**src/rtl/button_event.sv**
```systemverilog
// Turns the debounced push-button level into press/release/auto-repeat pulses in the clk domain.
// Latency: pulses register on the 3rd clk edge after pb_level_i changes; there is no backpressure.
module button_event #(
  parameter int unsigned CLK_HZ          = 100_000_000,
  parameter int unsigned REPEAT_DELAY_MS = 400,
  parameter int unsigned REPEAT_RATE_MS  = 100,
  parameter int unsigned HOLD_W          = 16
) (
  input  logic              clk,
  input  logic              rst_n,
  input  logic              pb_level_i,
  output logic              press_o,
  output logic              release_o,
  output logic              rpt_o,
  output logic              held_o,
  output logic [HOLD_W-1:0] hold_ms_o
);

  localparam int unsigned TICK_DIV = CLK_HZ / 1000;
  localparam int unsigned PS_W     = (TICK_DIV > 1) ? $clog2(TICK_DIV) : 1;
  localparam int unsigned MS_MAX   = (REPEAT_DELAY_MS > REPEAT_RATE_MS) ? REPEAT_DELAY_MS
                                                                        : REPEAT_RATE_MS;
  localparam int unsigned MS_W     = (MS_MAX > 1) ? $clog2(MS_MAX + 1) : 1;
  localparam bit          RPT_EN   = (REPEAT_DELAY_MS != 0);

  localparam logic [PS_W-1:0] PS_LAST   = PS_W'(TICK_DIV - 1);
  localparam logic [MS_W-1:0] DELAY_CNT = MS_W'(REPEAT_DELAY_MS);
  localparam logic [MS_W-1:0] RATE_CNT  = MS_W'(REPEAT_RATE_MS);

  typedef enum logic [1:0] {
    IDLE   = 2'd0,
    DELAY  = 2'd1,
    REPEAT = 2'd2
  } state_e;

  logic              s1_q, s2_q, s3_q;
  logic              rise, fall;
  state_e            state_q, state_d;
  logic [PS_W-1:0]   ps_q, ps_d;
  logic [MS_W-1:0]   ms_q, ms_d, ms_inc;
  logic [HOLD_W-1:0] hold_q, hold_d, hold_inc;
  logic              press_q, press_d;
  logic              release_q, release_d;
  logic              rpt_q, rpt_d;
  logic              held_q, held_d;
  logic              tick;

  // s1/s2 resolve metastability; s3 holds the previous synchronised level for edge detection.
  always_ff @(posedge clk or negedge rst_n) begin
    if (!rst_n) begin
      s1_q <= 1'b0;
      s2_q <= 1'b0;
      s3_q <= 1'b0;
    end else begin
      s1_q <= pb_level_i;
      s2_q <= s1_q;
      s3_q <= s2_q;
    end
  end

  assign rise     = s2_q & ~s3_q;
  assign fall     = ~s2_q & s3_q;
  assign tick     = (ps_q == PS_LAST);
  assign ms_inc   = ms_q + 1'b1;
  assign hold_inc = (hold_q == {HOLD_W{1'b1}}) ? hold_q : hold_q + 1'b1;

  always_comb begin
    state_d   = state_q;
    ps_d      = ps_q;
    ms_d      = ms_q;
    hold_d    = hold_q;
    press_d   = 1'b0;
    release_d = 1'b0;
    rpt_d     = 1'b0;
    case (state_q)
      IDLE: begin
        if (rise) begin
          press_d = 1'b1;
          ps_d    = '0;
          ms_d    = '0;
          hold_d  = '0;
          state_d = DELAY;
        end
      end
      DELAY, REPEAT: begin
        // A fall wins over any tick or repeat due in the same cycle; hold_ms stays frozen.
        if (fall) begin
          release_d = 1'b1;
          ps_d      = '0;
          ms_d      = '0;
          state_d   = IDLE;
        end else begin
          ps_d = tick ? '0 : ps_q + 1'b1;
          if (tick) begin
            hold_d = hold_inc;
            if (state_q == DELAY) begin
              if (RPT_EN) begin
                if (ms_inc == DELAY_CNT) begin
                  rpt_d   = 1'b1;
                  ms_d    = '0;
                  state_d = REPEAT;
                end else begin
                  ms_d = ms_inc;
                end
              end
            end else begin
              if (ms_inc == RATE_CNT) begin
                rpt_d = 1'b1;
                ms_d  = '0;
              end else begin
                ms_d = ms_inc;
              end
            end
          end
        end
      end
      default: begin
        state_d = IDLE;
      end
    endcase
    held_d = (state_d != IDLE);
  end

  always_ff @(posedge clk or negedge rst_n) begin
    if (!rst_n) begin
      state_q   <= IDLE;
      ps_q      <= '0;
      ms_q      <= '0;
      hold_q    <= '0;
      press_q   <= 1'b0;
      release_q <= 1'b0;
      rpt_q     <= 1'b0;
      held_q    <= 1'b0;
    end else begin
      state_q   <= state_d;
      ps_q      <= ps_d;
      ms_q      <= ms_d;
      hold_q    <= hold_d;
      press_q   <= press_d;
      release_q <= release_d;
      rpt_q     <= rpt_d;
      held_q    <= held_d;
    end
  end

  assign press_o   = press_q;
  assign release_o = release_q;
  assign rpt_o     = rpt_q;
  assign held_o    = held_q;
  assign hold_ms_o = hold_q;

endmodule
```
**config.mk**
```make
export PLATFORM = sky130hd
export DESIGN_NAME = button_event
export DESIGN_NICKNAME = d
export VERILOG_FILES = /design/src/rtl/button_event.sv
export SDC_FILE = /design/constraint.sdc
export NUM_CORES = 1
export LEC_CHECK = 0
export ABC_AREA = 1
export CAP_MARGIN = 40
export CORE_MARGIN = 8
export CORE_UTILIZATION = 30
export CTS_CLUSTER_DIAMETER = 200
export DETAILED_ROUTE_END_ITERATION = 10
export PLACE_DENSITY = 0.5
export SYNTH_ARGS = -nofsm -noshare
export SYNTH_HDL_FRONTEND = slang
export SYNTH_SLANG_ARGS = --single-unit
```
**constraint.sdc**
```tcl
create_clock -name clk -period 3.6 [get_ports clk]
set_input_delay 0.72 -clock clk [delete_from_list [all_inputs] [get_ports clk]]
set_output_delay 0.72 -clock clk [all_outputs]
set_load 0.02 [all_outputs]
```
==> flow_summary.ini <==
[cts]
clkLatencyLatePin_ns = 0.30
cts_tree = done
post-cts-setup-buffer-count = 0
htreeDepth = 2
hold_buffers = 0
clk_pin_slew_ns = 0.09
ctsResizeCount = 0
root_buffer = clkbuf_8
numClockSinks = 51
cts_buffer_depth = 2
numCtsBuffers = 5

[global_route]
first_global_vias = 2374
antenna_found_initial = 0
grt-ovfl-total = 0
grt_max_degree = 31
grt_pass1_wl_um = 11430
grt_use_total_pct = 9.561

[placement]
place_hpwl_um = 5062
detailedPlace.worstSlack_ns = 1.358
place.gp.congestion = 0.7972
io_buffers = 22

[logic_synthesis]
seq_area_frac_synth_pct = 40.03
netlist-cell-type-count = 37
synthTopCellsByArea = dfrtp_1 40%, nand2_1 8.7%, o21ai_2 5.8%
synth_nets = 391
syn-cell-area_um2 = 3188
synth_cells = 382
synth_top_area_share_pct = 40.03
syn_avg_cell_area_um2 = 8.346
ys.warnings.count = 0
synth_area_leader_cell = dfrtp_1
ys_seq_elements = 51

[finish]
final_common_cell = nand2_1
drive_gt1_share_pct = 23.23
areaGrowthSynthToFinish_pct = 13.85
antenna_cells = 0
nNetsFinal = 417
fin_util_pct = 35.16
layout_common_cells = 74 x nand2_1, 51 x dfrtp_1, 42 x nor2_1

[floorplanning]
die-area_um2 = 14180
die_h_um = 119.1
rows = 37
core_region_area_um2 = 10320
start_util_pct = 30.88
die_x_um = 119.1
ioPinCount = 23

[worst_setup_path]
cp-end-kind = register
start_kind = register
crit_fanout = 30
crit_required_ns = 3.78
crit_type = register to register
rr_worst_depth = 9
arrival_ns = 2.48

[status]
outcome = completed

[timing]
setup_slack_ns = 1.303
period_share_pct = 63.81
finalSetupTns_ns = 0
skew_ns = 0.006099
final-hold-violation-count = 0
setup-violations-final = 0
finalCriticalPeriod_ns = 2.297
report.final.slew_viol_count = 0
slew-limit-headroom_pct = 69.56
rsz0062_at_grt = no
fmax_mhz = 435.3
tightest_slew_ns = 0.4561

[power]
power_density_nw_per_um2 = 414.5
power_leakage_uw = 0.001581
peakVddDrop_uv = 206.1

[drt]
drt_wl_total_um = 6541
wl_per_cell_um = 12.00
firstDrtPassIters = 4
num_vias = 2407
detail_route.vias_per_cell = 4.417
drt_iter0_markers = 89
postRouteAntennaNets = 0
drc_errors = 0

[hold_path]
min_path_type = input pin to asynchronous set/reset pin

[run]
maxCapViolCount = 0
-- worst paths after layout --
path | startpoint | end | slack [ns]
worst max-delay path | state_q[0] | hold_ms_o[3] | 1.30
worst min-delay path | rst_n | ms_q[2] | 0.33
worst max register to register | state_q[0] | hold_ms_o[3] | 1.30
worst min register to register | s1_q | s2_q | 0.40
max in group asynchronous | rst_n | ps_q[3] | 2.57
min in group clk | s1_q | s2_q | 0.40
-- power by group --
group / total (uW) / internal (uW) / switching (uW)
clock network: 359 / 176 / 183
logic: 484 / 145 / 339
registers: 661 / 615 / 46.0
-- critical path, cell delays in order, from the launching register on --
cell,delay (ns)
dfrtp_1,0.42
inv_1,0.08
ha_1,0.48
inv_2,0.18
o21ai_0,0.25
o21ai_0,0.16
inv_2,0.12
nand2_4,0.26
nand2_1,0.16
o21ai_2,0.06
-- synth_stat cells --
cell / instances
o21bai_1: 1
nor2_8: 1
nor2_1: 42
or2_2: 6
a21oi_1: 9
nand2_2: 20
dfrtp_1: 51
nand3_4: 2
nand2_4: 3
xnor2_4: 1
a31oi_1: 1
o21a_1: 1
nor4_1: 1
ha_1: 6
xnor2_1: 4
nor2_2: 3
xor2_1: 11
inv_1: 34
nor3_1: 12
clkbuf_1: 1
nand3_1: 22
o21ai_2: 21
clkinv_1: 1
nand2_1: 74
inv_2: 14
nand4_1: 9
a31o_2: 2
nor2_4: 3
o21ai_0: 9
xor2_2: 1
or2_1: 4
nor3_2: 1
nand3_2: 5
nor3_4: 1
nand3b_4: 1
buf_4: 1
buf_12: 3
-- per-stage QoR --
| step | hold WS [ns] | cells | power [uW] | instance area, um2 |
|---|---|---|---|---|
| 2_1_floorplan | 0.3312 | 382 | 1078 | 3188 |
| 3_3_place_gp | 0.3645 | 536 | 1159 | 3510 |
| 3_5_place_dp | 0.3691 | 537 | 1169 | 3530 |
| 4_1_cts | 0.3348 | 545 | 1533 | 3630 |
| 5_1_grt | 0.3357 | 545 | 1620 | 3630 |
| 6_report | 0.3285 | 545 | 1504 | 3630 |
-- sequential cells by signal, indices dropped and copies added, names as in the netlist --
register / flops
held_o: 1
hold_ms_o: 16
ms_q: 9
press_o: 1
ps_q: 17
release_o: 1
rpt_o: 1
s1_q: 1
s2_q: 1
s3_q: 1
state_q: 2
-- cell type report --
| type | count | area, um2 |
|---|---|---|
| fillers | 1109 | 6694 |
| multi-input cells | 277 | 1657 |
| flip-flops and latches | 51 | 1276 |
| repair buffers | 24 | 242.7 |
| inverters | 49 | 183.9 |
| well taps | 136 | 170.2 |
| clock buffers | 8 | 100.1 |
-- metal layers --
metal	GRT usage, %	part of all wire (%)
met4	2.372	0.90
met3	1.842	2.5
met2	15.77	45
met1	12.56	51
met5	0	0
-- kinds of logic (layout without fill, tap and decap cells) --
kind of cell,Yosys count,count (layout),synth area share [%]
adder cells (fa/ha/maj),6,6,2.355
buffers and inverters,54,81,8.006
XOR/XNOR,17,17,5.495
AND/OR/NAND/NOR,210,210,34.30
AO/OA/AOI/OAI,44,44,9.812
flip-flops,51,51,40.03
No activity file was read; power rests on OpenSTA's default activity.
